<file path="src/rtl/alarm_set_controller.sv">
// Button-driven editor/sequencer for the alarm clock datapath: digit editing of
// time and alarm, held load/stop levels for the slow-clock domain, and snooze.
module alarm_set_controller #(
    parameter int HOLD_CYCLES = 110_000_000,
    parameter int SNOOZE_MIN  = 5,
    parameter int CNT_W       = 27
) (
    input  logic       clock,
    input  logic       reset,
    input  logic       btn_mode,
    input  logic       btn_next,
    input  logic       btn_inc,
    input  logic       btn_stop,
    input  logic       btn_snooze,
    input  logic       Alarm,
    input  logic [1:0] cur_hour1,
    input  logic [3:0] cur_hour0,
    input  logic [3:0] cur_min1,
    input  logic [3:0] cur_min0,
    output logic [1:0] hour_in1,
    output logic [3:0] hour_in0,
    output logic [3:0] minute_in1,
    output logic [3:0] minute_in0,
    output logic       load_time,
    output logic       load_alarm,
    output logic       STOP_alarm,
    output logic [1:0] mode_out,
    output logic [1:0] digit_sel
);

    typedef enum logic [2:0] {
        S_IDLE, S_EDIT_T, S_EDIT_A, S_COMMIT_T, S_COMMIT_A, S_STOP, S_SNOOZE
    } state_t;

    localparam logic [6:0]       SNZ7 = 7'(SNOOZE_MIN);
    localparam logic [CNT_W-1:0] LAST = CNT_W'(HOLD_CYCLES - 1);

    state_t           state_q, state_d;
    logic [1:0]       h1_q, h1_d, sh_h1_q, sh_h1_d, sel_q, sel_d, mode_q, mode_d;
    logic [3:0]       h0_q, h0_d, m1_q, m1_d, m0_q, m0_d;
    logic [3:0]       sh_h0_q, sh_h0_d, sh_m1_q, sh_m1_d, sh_m0_q, sh_m0_d;
    logic [CNT_W-1:0] cnt_q, cnt_d;
    logic             lt_q, lt_d, la_q, la_d, st_q, st_d;

    logic [6:0] hr7, mn7;
    logic [1:0] snz_h1;
    logic [3:0] snz_h0, snz_m1, snz_m0;

    // Snooze target; digits are recovered with 4-bit arithmetic since ones < 10.
    always_comb begin
        hr7 = {5'd0, cur_hour1} * 7'd10 + {3'd0, cur_hour0};
        mn7 = {3'd0, cur_min1} * 7'd10 + {3'd0, cur_min0} + SNZ7;
        if (mn7 >= 7'd60) begin
            mn7 = mn7 - 7'd60;
            hr7 = (hr7 >= 7'd23) ? 7'd0 : hr7 + 7'd1;
        end
        snz_h1 = (hr7 >= 7'd20) ? 2'd2 : (hr7 >= 7'd10) ? 2'd1 : 2'd0;
        snz_h0 = hr7[3:0] - {2'd0, snz_h1} * 4'd10;
        snz_m1 = (mn7 >= 7'd50) ? 4'd5 : (mn7 >= 7'd40) ? 4'd4 : (mn7 >= 7'd30) ? 4'd3 :
                 (mn7 >= 7'd20) ? 4'd2 : (mn7 >= 7'd10) ? 4'd1 : 4'd0;
        snz_m0 = mn7[3:0] - snz_m1 * 4'd10;
    end

    always_comb begin
        state_d = state_q;
        h1_d    = h1_q;
        h0_d    = h0_q;
        m1_d    = m1_q;
        m0_d    = m0_q;
        sh_h1_d = sh_h1_q;
        sh_h0_d = sh_h0_q;
        sh_m1_d = sh_m1_q;
        sh_m0_d = sh_m0_q;
        sel_d   = sel_q;
        cnt_d   = cnt_q;
        case (state_q)
            S_IDLE: begin
                if (btn_stop && Alarm) begin
                    state_d = S_STOP;
                end else if (btn_snooze && Alarm) begin
                    state_d = S_SNOOZE;
                    h1_d    = snz_h1;
                    h0_d    = snz_h0;
                    m1_d    = snz_m1;
                    m0_d    = snz_m0;
                    sh_h1_d = snz_h1;
                    sh_h0_d = snz_h0;
                    sh_m1_d = snz_m1;
                    sh_m0_d = snz_m0;
                end else if (btn_mode) begin
                    state_d = S_EDIT_T;
                    sel_d   = 2'd0;
                    h1_d    = cur_hour1;
                    h0_d    = cur_hour0;
                    m1_d    = cur_min1;
                    m0_d    = cur_min0;
                end
            end
            S_EDIT_T, S_EDIT_A: begin
                if (btn_mode) begin
                    sel_d = 2'd0;
                    if (state_q == S_EDIT_T) begin
                        state_d = S_EDIT_A;
                        // 24:00 is the "no alarm" marker; edit it as 00:00
                        if (sh_h1_q == 2'd2 && sh_h0_q == 4'd4) begin
                            h1_d = 2'd0;
                            h0_d = 4'd0;
                        end else begin
                            h1_d = sh_h1_q;
                            h0_d = sh_h0_q;
                        end
                        m1_d = sh_m1_q;
                        m0_d = sh_m0_q;
                    end else begin
                        state_d = S_IDLE;
                    end
                end else if (btn_next) begin
                    if (sel_q == 2'd3) begin
                        sel_d = 2'd0;
                        if (state_q == S_EDIT_T) begin
                            state_d = S_COMMIT_T;
                        end else begin
                            state_d = S_COMMIT_A;
                            sh_h1_d = h1_q;
                            sh_h0_d = h0_q;
                            sh_m1_d = m1_q;
                            sh_m0_d = m0_q;
                        end
                    end else begin
                        sel_d = sel_q + 2'd1;
                    end
                end else if (btn_inc) begin
                    case (sel_q)
                        2'd0: begin
                            h1_d = (h1_q >= 2'd2) ? 2'd0 : h1_q + 2'd1;
                            if (h1_d == 2'd2 && h0_q > 4'd3) h0_d = 4'd0;
                        end
                        2'd1: h0_d = (h0_q >= ((h1_q == 2'd2) ? 4'd3 : 4'd9)) ? 4'd0 : h0_q + 4'd1;
                        2'd2: m1_d = (m1_q >= 4'd5) ? 4'd0 : m1_q + 4'd1;
                        default: m0_d = (m0_q >= 4'd9) ? 4'd0 : m0_q + 4'd1;
                    endcase
                end
            end
            default: begin
                if (cnt_q == LAST) begin
                    state_d = S_IDLE;
                    cnt_d   = '0;
                end else begin
                    cnt_d = cnt_q + 1'b1;
                end
            end
        endcase

        // Levels follow the next state so they rise on entry and fall on exit.
        lt_d = (state_d == S_COMMIT_T);
        la_d = (state_d == S_COMMIT_A) || (state_d == S_SNOOZE);
        st_d = (state_d == S_STOP) || (state_d == S_SNOOZE);
        case (state_d)
            S_IDLE:   mode_d = 2'd0;
            S_EDIT_T: mode_d = 2'd1;
            S_EDIT_A: mode_d = 2'd2;
            default:  mode_d = 2'd3;
        endcase
    end

    always_ff @(posedge clock or posedge reset) begin
        if (reset) begin
            state_q <= S_IDLE;
            h1_q    <= '0;
            h0_q    <= '0;
            m1_q    <= '0;
            m0_q    <= '0;
            sh_h1_q <= 2'd2;
            sh_h0_q <= 4'd4;
            sh_m1_q <= '0;
            sh_m0_q <= '0;
            sel_q   <= '0;
            mode_q  <= '0;
            cnt_q   <= '0;
            lt_q    <= 1'b0;
            la_q    <= 1'b0;
            st_q    <= 1'b0;
        end else begin
            state_q <= state_d;
            h1_q    <= h1_d;
            h0_q    <= h0_d;
            m1_q    <= m1_d;
            m0_q    <= m0_d;
            sh_h1_q <= sh_h1_d;
            sh_h0_q <= sh_h0_d;
            sh_m1_q <= sh_m1_d;
            sh_m0_q <= sh_m0_d;
            sel_q   <= sel_d;
            mode_q  <= mode_d;
            cnt_q   <= cnt_d;
            lt_q    <= lt_d;
            la_q    <= la_d;
            st_q    <= st_d;
        end
    end

    assign hour_in1   = h1_q;
    assign hour_in0   = h0_q;
    assign minute_in1 = m1_q;
    assign minute_in0 = m0_q;
    assign load_time  = lt_q;
    assign load_alarm = la_q;
    assign STOP_alarm = st_q;
    assign mode_out   = mode_q;
    assign digit_sel  = sel_q;

endmodule

</file>
<file path="config.mk">
export PLATFORM = sky130hd
export DESIGN_NAME = alarm_set_controller
export DESIGN_NICKNAME = d
export VERILOG_FILES = /design/src/rtl/alarm_set_controller.sv
export SDC_FILE = /design/constraint.sdc
export NUM_CORES = 1
export LEC_CHECK = 0
export ABC_AREA = 1
export ABC_CLOCK_PERIOD_IN_PS = 2000
export BUFFER_PORTS_ARGS = -buffer_cell sky130_fd_sc_hd__buf_4
export CORE_MARGIN = 3
export CORE_UTILIZATION = 41
export CTS_CLUSTER_SIZE = 14
export DETAILED_ROUTE_END_ITERATION = 8
export PLACE_DENSITY_LB_ADDON = 0.15
export SLEW_MARGIN = 15
export SYNTH_ARGS = -nofsm -noshare
export SYNTH_HDL_FRONTEND = slang
export SYNTH_SLANG_ARGS = --single-unit
</file>
<file path="constraint.sdc">
create_clock -name clock -period 2 [get_ports clock]
set_input_delay 0.1 -clock clock [delete_from_list [all_inputs] [get_ports clock]]
set_output_delay 0.1 -clock clock [all_outputs]
set_load 0.05 [all_outputs]
</file>
After elaboration in Yosys (flattened, before gate mapping)
Index checks and enable logic that the tools add are counted.
Widths: inputs -> output; s select.
- register bits: 65
- input bits: 22
- output and inout port bits: 21
- word-level logic and storage cells: 199
- add/sub/neg operators: 13
- multipliers: 4
- magnitude comparators: 14
- eq/ne operators: 34
- multiplexer cells: 99
- reduce and logical (&&, ||, !) cells: 20
- operators by type and width (operator ; count):
    $mux 4 ; 45
    $pmux 4 s2 ; 7
    $mux 2 ; 26
    $mux 3 ; 10
    $ge 7x5->1 const B ; 4
    $add 27x1->27 const B ; 1
    $eq 27x27->1 const B ; 1
    $mux 27 ; 1
    $ge 7x6->1 const B ; 3
    $mux 7 ; 3
    $ne 3x3->1 const B ; 6
    $reduce_and 6->1 ; 3
    $ne 2x2->1 const B ; 8
    $ge 7x4->1 const B ; 2
    $reduce_and 7->1 ; 2
    $add 4x1->4 const B ; 3
    $pmux 2 s2 ; 3
    $eq 2x2->1 const B ; 5
    $eq 3x2->1 const B ; 3
    $eq 3x3->1 const B ; 3
    $reduce_and 8->1 ; 1
    $sub 4x4->4 ; 2
    $add 6x4->7 ; 1
    $add 7x1->7 const B ; 1
    other kinds (30) ; 40

Depth between registers and ports, before layout
Gate-level depths: netlist of the first run.
- depth in word-level cells: 16
- depth in mapped cells: 32
- mapped depth without buffers: 32

Least setup slack after synthesis of the first run
No wires, ideal clock.
- kind: in2reg
- start: input cur_min1[0]
- end: register m0_q[3], in the netlist minute_in0[3]
- library setup time: 0.073 ns
- arrival: 3.458 ns
- data required time: 1.927 ns
- path slack: -1.531 ns
- stages: 29
- path buffers: 1
- path through: ha_1 > ha_1 > ha_1 > inv_1 > nand2_1 > nand2_1 > inv_1 > ha_1 > inv_1 > nor2_4 > nand3_4 > nand2_4 > buf_6 > nand2_2 > nand2_1 > a21oi_2 > nand2_1 > nand2_1 > nand2_1 > nand2_2 > ha_1 > inv_1 > fa_1 > inv_1 > xor2_1 > nand3_1 > nand3_1 > nand2_1 > a21oi_2
- cells in the longest elaborated chain, start to end: 16
- elaborated cells between the ends (all ways): 21
- classes of those cells: 4 x add/sub; 2 x mul; 6 x order compare; 9 x mux
- RTL lines (item ; line ; RTL):
    from (decl) ; 18 ; input logic [3:0] cur_min1,
    $mul 4x3->6 (*) ; 52 ; mn7 = {3'd0, cur_min1} * 7'd10 + {3'd0, cur_min0} + SNZ7;
    $add 7x4->7 (*) ; 52 ;
    $add 7x3->7 (*) ; 52 ;
    $sub 7x6->7 or $ge 7x6->1 (tied branches) ; 54, 53 ;
    $mux 7 (*) ; 53 ; if (mn7 >= 7'd60) begin
    $ge 7x4->1 ; 60 ; (mn7 >= 7'd20) ? 4'd2 : (mn7 >= 7'd10) ? 4'd1 : 4'd0;
    $mux 1 ; 60 ;
    $mux 2 ; 60 ;
    $mux 2 ; 59 ; snz_m1 = (mn7 >= 7'd50) ? 4'd5 : (mn7 >= 7'd40) ? 4'd4 : (mn7 >= 7'd30) ? 4'd3 :
    $mux 3 (2 in a row) ; 59 ;
    $mul 3x3->3 ; 61 ; snz_m0 = mn7[3:0] - snz_m1 * 4'd10;
    $sub 4x4->4 (*) ; 61 ;
    $mux 4 (*) ; 80 ; end else if (btn_snooze && Alarm) begin
    $mux 4 (*) ; 78 ; if (btn_stop && Alarm) begin
    $pmux 4 s2 (*) ; 76 ; case (state_q)
    to (signal assigned) ; 188 ; m0_q <= m0_d;
    to (decl) ; 40 ; logic [3:0] h0_q, h0_d, m1_q, m1_d, m0_q, m0_d;
Every way passes the cells marked *; elsewhere a longest branch is shown, timed or not. The select of a mux whose other input is x is not followed.
A chain may end at the register's enable or synchronous reset.

Worst setup path after layout of the first run
- start: input cur_min1[1]
- end: register sh_m0_q[2]
- cells in the longest elaborated chain, start to end: 16
- elaborated cells between the ends (all ways): 21
- classes of those cells: 4 x add/sub; 2 x mul; 6 x order compare; 9 x mux
- RTL lines (item ; line ; RTL):
    $mul 4x3->6 (*) ; 52 ;
    $add 7x4->7 (*) ; 52 ;
    $add 7x3->7 (*) ; 52 ;
    $sub 7x6->7 or $ge 7x6->1 (tied branches) ; 54, 53 ;
    $mux 7 (*) ; 53 ;
    $ge 7x4->1 ; 60 ;
    $mux 1 ; 60 ;
    $mux 2 ; 60 ;
    $mux 2 ; 59 ;
    $mux 3 (2 in a row) ; 59 ;
    $mul 3x3->3 ; 61 ;
    $sub 4x4->4 (*) ; 61 ;
    $mux 4 (*) ; 80 ;
    $mux 4 (*) ; 78 ;
    $pmux 4 s2 (*) ; 76 ;
    to (signal assigned) ; 192 ; sh_m0_q <= sh_m0_d;
    to (decl) ; 41 ; logic [3:0] sh_h0_q, sh_h0_d, sh_m1_q, sh_m1_d, sh_m0_q, sh_m0_d;
Marked as above.

==> results_dict.tcl, run 1 <==
set metrics [dict create \
    synth_xor_area_share_pct 2.891 \
    num_vias 5471 \
    worst_setup_path_start_kind "input pin" \
    grt_max_degree 42 \
    row_count 40 \
    syn_nets 769 \
    area_delta_synth_final_pct 55.10 \
    clkTransAtPathRegs_ns 0.06 \
    fin_crit_ns 3.465 \
    yosys_warnings 0 \
    cp_common_cell "nand2_2" \
    layout_commonest_cell "buf_4" \
    wl_um 15110 \
    reg2reg_to "sh_h1_q[0]" \
    place_congestion 0.8785 \
    synth_edf_count 0 \
    slowest_stage "fa_2" \
    synth_compound_area_share_pct 16.89 \
    initial_core_util_pct 42.35 \
    violations "setup timing" \
    cts_buffer_depth 2 \
    die_w_um 118.1 \
    place_hpwl_um 10670 \
    power.density_mw_per_mm2 1413 \
    synthCells 710 \
    num-nets-final 958 \
    numCtsBuffers 9 \
    worst_pin_slew_ns 0.5383 \
    async_flop_share_pct 100.0 \
    cts_max_level 3 \
    synth_top_family_by_area "simple AND/OR/NAND/NOR gates" \
    drt-pass1-iter-count 5 \
    yosys.area_share.simple_pct 28.43 \
    grt_overflow 0 \
    worstPathArrival_ns 3.73 \
    fmax_mhz 288.6 \
    grt_util_all_layers_pct 20.70 \
    required_ns 2.26 \
    synthAdderAreaFrac_pct 9.718 \
    reg2reg_depth 13 \
    setup-violations-final 29 \
    pre_cts_ws_ns -1.826 \
    cts_root_buf "clkbuf_16" \
    ys_ff_latch 65 \
    r2r-start "state_q[1]" \
    crit_fanout 4 \
    ant_nets 0 \
    finalClockSkew_ns 0.007658 \
    hp-class "input pin to flip-flop" \
    core_mm2 0.01216 \
    layout-drive-gt1-share_pct 44.36 \
    die_area_mm2 0.01394 \
    worstSetupEndpointType "flip-flop" \
    ys_seq_area_share_pct 31.63 \
    die_height_um 118.1 \
    portBuffers 42 \
    grt_pass1_vias 5182 \
    clk_latency_ns 0.34 \
    yosys_most_used_dff "dfrtp_1" \
    synthMuxAreaShare_pct 0.1944 \
    io_pins 43 \
    postSynthAreaPerCell_um2 7.253 \
    rsz0062_at_grt "true" \
    antennaDiodeCount 0 \
    slew_violations 0 \
    viasPerCell 5.104 \
    drc 0 \
    final_cell_mix "166 x buf_4, 93 x nand2_1, 92 x inv_1" \
    critPathKind "input pin to flip-flop" \
    crit_path_end "sh_m0_q[2]" \
    setup_slack_ns -1.465 \
    final_core_util_pct 65.68 \
    r2r_slack_ns -0.18 \
    syn-cell-area_mm2 0.005150 \
    vdd_drop_max_uv 829.2 \
    cp_slowest_stage_delay_ns 0.58 \
    drt-wirelength-per-cell_um 14.10 \
    slew_headroom_pct 64.11 \
    period_share_pct 173.3 \
    hold_violations 0 \
    setup.worst_path.start "cur_min1[1]" \
    antenna_found_initial 0 \
    cts_tree "built" \
    p_leak_nw 3.839 \
    maxCapViolations 0 \
    grt_pass1_wl_um 24010 \
    synthDistinctLibCells 56 \
    status "finished with violations" \
    finalPower_mw 11.29 \
    drtIter0Drc 311 \
    cts_sinks 65 \
]
per-layer routing:
| layer | global-route usage (%) | share of wire, % |
|---|---|---|
| met5 | 0 | 0 |
| met1 | 28.42 | 46 |
| met2 | 33.33 | 47 |
| met3 | 4.709 | 4.9 |
| met4 | 4.615 | 1.5 |
flip-flops by register name (all words and copies together), names as in the netlist:
name        flops
cnt_q          27
hour_in0        4
minute_in0      4
minute_in1      4
sh_h0_q         4
sh_m0_q         4
sh_m1_q         4
state_q         3
digit_sel       2
hour_in1        2
mode_out        2
sh_h1_q         2
STOP_alarm      1
load_alarm      1
load_time       1
cells by family after synthesis:
| kind of cell | Yosys count |
|---|---|
| compound gates | 147 |
| xor+xnor | 17 |
| fa+ha+maj | 37 |
| buf+inv | 138 |
| flops | 65 |
| mux | 1 |
| simple gates | 305 |
cell type report:
class	count	area (µm²)
timing repair buffer	190	1550
tap	168	210.2
sequential	65	1634
fill	1000	4174
clock inverter	6	115.1
inverter	125	476.7
clock buffer	10	229.0
multi-input combinational	508	3772
stage by stage:
step | hold slack, ns | cells | cell area [µm²] | setup TNS, ns
3_3_place_gp | -0.001818 | 1020 | 6589 | -27.71
3_5_place_dp | 0.001521 | 1020 | 6589 | -30.61
5_1_grt | 0.2242 | 1072 | 7988 | -26.16
2_1_floorplan | 0.3145 | 710 | 5274 | -19.20
6_report | 0.1798 | 1072 | 7988 | -20.83
4_1_cts | 0.1664 | 1057 | 7291 | -19.25
worst min-delay path by stage:
stage                       startpoint     endpoint  slack, ns  depth (start not counted)
after floorplan            cur_min0[0]   sh_m0_q[0]       0.31                          3
after global placement           reset   load_alarm     -0.002                          2
after detailed placement         reset   load_alarm      0.002                          2
after CTS                 cur_hour0[1]  hour_in0[1]       0.17                          4
after global routing      cur_hour0[1]  hour_in0[1]       0.22                          4
final                     cur_hour0[1]  hour_in0[1]       0.18                          4
cells in the mapped netlist (2+ instances only):
library cell	number	area (µm²)
nor2_4	3	33.78
nand2_2	9	56.30
a21boi_0	2	15.01
a31oi_1	4	25.02
inv_2	10	37.54
fa_1	5	100.1
buf_2	2	10.01
o22ai_1	7	43.79
o21ai_1	10	50.05
nor3_1	13	65.06
a21oi_1	38	190.2
xor2_1	11	96.34
clkbuf_1	10	37.54
o21ai_0	49	245.2
nand3_4	2	35.03
ha_1	32	400.4
nor4_1	6	37.54
dfstp_2	2	52.55
nor2_2	5	31.28
inv_1	115	431.7
nor2_1	67	251.5
nand2_1	125	469.2
xnor2_1	6	52.55
dfrtp_1	63	1577
nand3_1	49	245.2
o21ai_2	2	17.52
a22oi_1	6	45.04
nand4_1	12	75.07
o221ai_1	2	17.52
nor4_2	2	25.02
o211ai_1	9	67.56
a21oi_2	2	17.52
a32oi_1	2	17.52
nand2_4	2	22.52
a211oi_1	5	37.54
worst max-delay path: cells and delay by family:
family,cells,cell delay (ns)
buf+inv,7,0.57
compound gates,3,0.29
fa+ha+maj,5,1.61
simple gates,14,1.14
what timing repair did:
action                                 in CTS  in global routing
buffers inserted                           19                 19
setup endpoints to repair                  35                 45
gates resized for setup                    55                150
pin swaps                                  33                 42
hold buffers                                1                  0
gates cloned                                1                  1
endpoints found under the hold margin      22                  0
power breakdown:
group,internal (mW),leakage [nW],total (mW),switching (mW)
sequential,1.79,0.805,2.25,0.459
combinational,3.13,2.87,7.20,4.06
clock,1.22,0.163,1.84,0.618
total,6.15,3.84,11.3,5.14
(Power assumes the default switching activity.)
==> run 2, diff against run 1 <==
--- a/config.mk
+++ b/config.mk
@@ -13,6 +13,7 @@
 export CTS_CLUSTER_SIZE = 14
 export DETAILED_ROUTE_END_ITERATION = 8
 export PLACE_DENSITY_LB_ADDON = 0.15
+export RECOVER_POWER = 100
 export SLEW_MARGIN = 15
 export SYNTH_ARGS = -nofsm -noshare
 export SYNTH_HDL_FRONTEND = slang
==> run 2 against run 1 <==
  * The run still ends with setup timing left
  * Flip-flop and latch count unchanged
  * Die area is the same
  * Sequential power about the same
  * Fmax barely moved
  * Final area decreased by 1.3%
  * Wire length up 0.11%
  * Combinational power is 2% lower
  * Worst setup slack about the same
  * Largest power group unchanged
  * Sequential share of layout area rose by 0.26 points
  * Cell count did not move
  * Critical path depth did not move
  * Clock skew about the same
==> results_dict.tcl, run 2 (synthesis results as in run 1) <==
set metrics [dict create \
    core_mm2 0.01216 \
    status "finished with violations" \
    numCtsBuffers 9 \
    place_hpwl_um 10670 \
    worst_setup_path_start_kind "input pin" \
    final_cell_mix "137 x buf_4, 94 x nand2_1, 93 x inv_1" \
    hp-class "input pin to flip-flop" \
    place_congestion 0.8785 \
    power.density_mw_per_mm2 1408 \
    cp_slowest_stage_delay_ns 0.58 \
    viasPerCell 5.122 \
    cts_buffer_depth 2 \
    slew_violations 0 \
    layout-drive-gt1-share_pct 41.37 \
    final_core_util_pct 64.81 \
    cts_root_buf "clkbuf_16" \
    worst_pin_slew_ns 1.054 \
    antenna_found_initial 0 \
    drt-pass1-iter-count 4 \
    place_area_mm2 0.006589 \
    area_delta_synth_final_pct 53.06 \
    regArea_mm2 0.001633 \
    p_leak_nw 3.738 \
    portBuffers 42 \
    required_ns 2.26 \
    worstPathArrival_ns 3.73 \
    grt_max_degree 42 \
    worstSetupEndpointType "flip-flop" \
    slowest_stage "fa_2" \
    fmax_mhz 288.6 \
    crit_buf_inv 7 \
    cts_sinks 65 \
    drc 0 \
    slew_headroom_pct 29.76 \
    wl_um 15130 \
    grt_util_all_layers_pct 20.70 \
    period_share_pct 173.3 \
    grt_pass1_wl_um 24010 \
    clk_latency_ns 0.34 \
    top_register "cnt_q" \
    vdd_drop_max_uv 745.6 \
    rsz0062_at_grt "true" \
    initial_core_util_pct 42.35 \
    grt_pass1_vias 5182 \
    setup_slack_ns -1.465 \
    clkTransAtPathRegs_ns 0.06 \
    grt_overflow 0 \
    row_count 40 \
    maxCapViolations 0 \
    fin_crit_ns 3.465 \
    design_area_mm2 0.007883 \
    whs_ns 0.1831 \
    num-nets-final 958 \
    cp_common_cell "nand2_2" \
    die_area_mm2 0.01394 \
    cts_max_level 3 \
    die_w_um 118.1 \
    layout_commonest_cell "buf_4" \
    drtIter0Drc 292 \
    largest_reg_flops 27 \
    critPathKind "input pin to flip-flop" \
    cp_top_family "adder cells" \
    violations "setup timing" \
    fill_cells 1032 \
    die_height_um 118.1 \
    hold_violations 0 \
    crit_fanout 4 \
    tns_ns -23.75 \
    cts_tree "built" \
    ant_nets 0 \
    finalClockSkew_ns 0.007938 \
    finalPower_mw 11.10 \
    setup-violations-final 52 \
    antennaDiodeCount 0 \
    num_vias 5491 \
    multi_input_area_mm2 0.003760 \
    io_pins 43 \
    drt-wirelength-per-cell_um 14.11 \
]
run 2: what timing repair did:
action	CTS	global route
gates cloned	1	1
gates resized for setup	55	150
pin swaps	33	42
endpoints found under the hold margin	22	0
setup endpoints to repair	35	45
hold buffers	1	0
setup buffers	19	19
run 2: worst min-delay path, delay by kind of cell:
family | cells | cell delay [ns]
AOI/OAI and AO/OA | 2 | 0.18
buffers and inverters | 2 | 0.18
run 2: final timing paths:
kind	startpoint	endpoint	slack [ns]	depth (start not counted)
max	cur_min1[1]	sh_m0_q[2]	-1.47	29
min in group asynchronous	reset	load_alarm	0.25	3
min reg2reg	cnt_q[25]	cnt_q[25]	0.48	1
max reg2reg	state_q[1]	sh_h1_q[0]	-0.42	14
max in group asynchronous	reset	cnt_q[14]	0.39	4
min	cur_hour0[1]	hour_in0[1]	0.18	4
run 2: routing by layer:
layer	global-route usage [%]	share of wire, %
met2	33.33	47
met5	0	0
met3	4.709	5.1
met4	4.615	1.6
met1	28.42	46
run 2: cell type report:
class	instances	share of cell area, %
clock inverters	6	1.460
well taps	168	2.667
flip-flops and latches	65	20.71
clock buffers	10	2.905
inverters	125	6.048
repair buffers	190	18.51
multi-input cells	508	47.70
run 2: power by group:
group / total [mW] / leakage [nW] / internal [mW] / switching (mW)
clock: 1.84 / 0.163 / 1.22 / 0.614
combinational: 7.02 / 2.77 / 2.95 / 4.07
sequential: 2.24 / 0.806 / 1.79 / 0.448
total: 11.1 / 3.74 / 5.97 / 5.13
run 2: metrics by stage:
step	instances	setup WS, ns
2_1_floorplan	710	-1.453
3_3_place_gp	1020	-1.730
3_5_place_dp	1020	-1.826
4_1_cts	1057	-1.339
5_1_grt	1072	-1.695
6_report	1072	-1.465
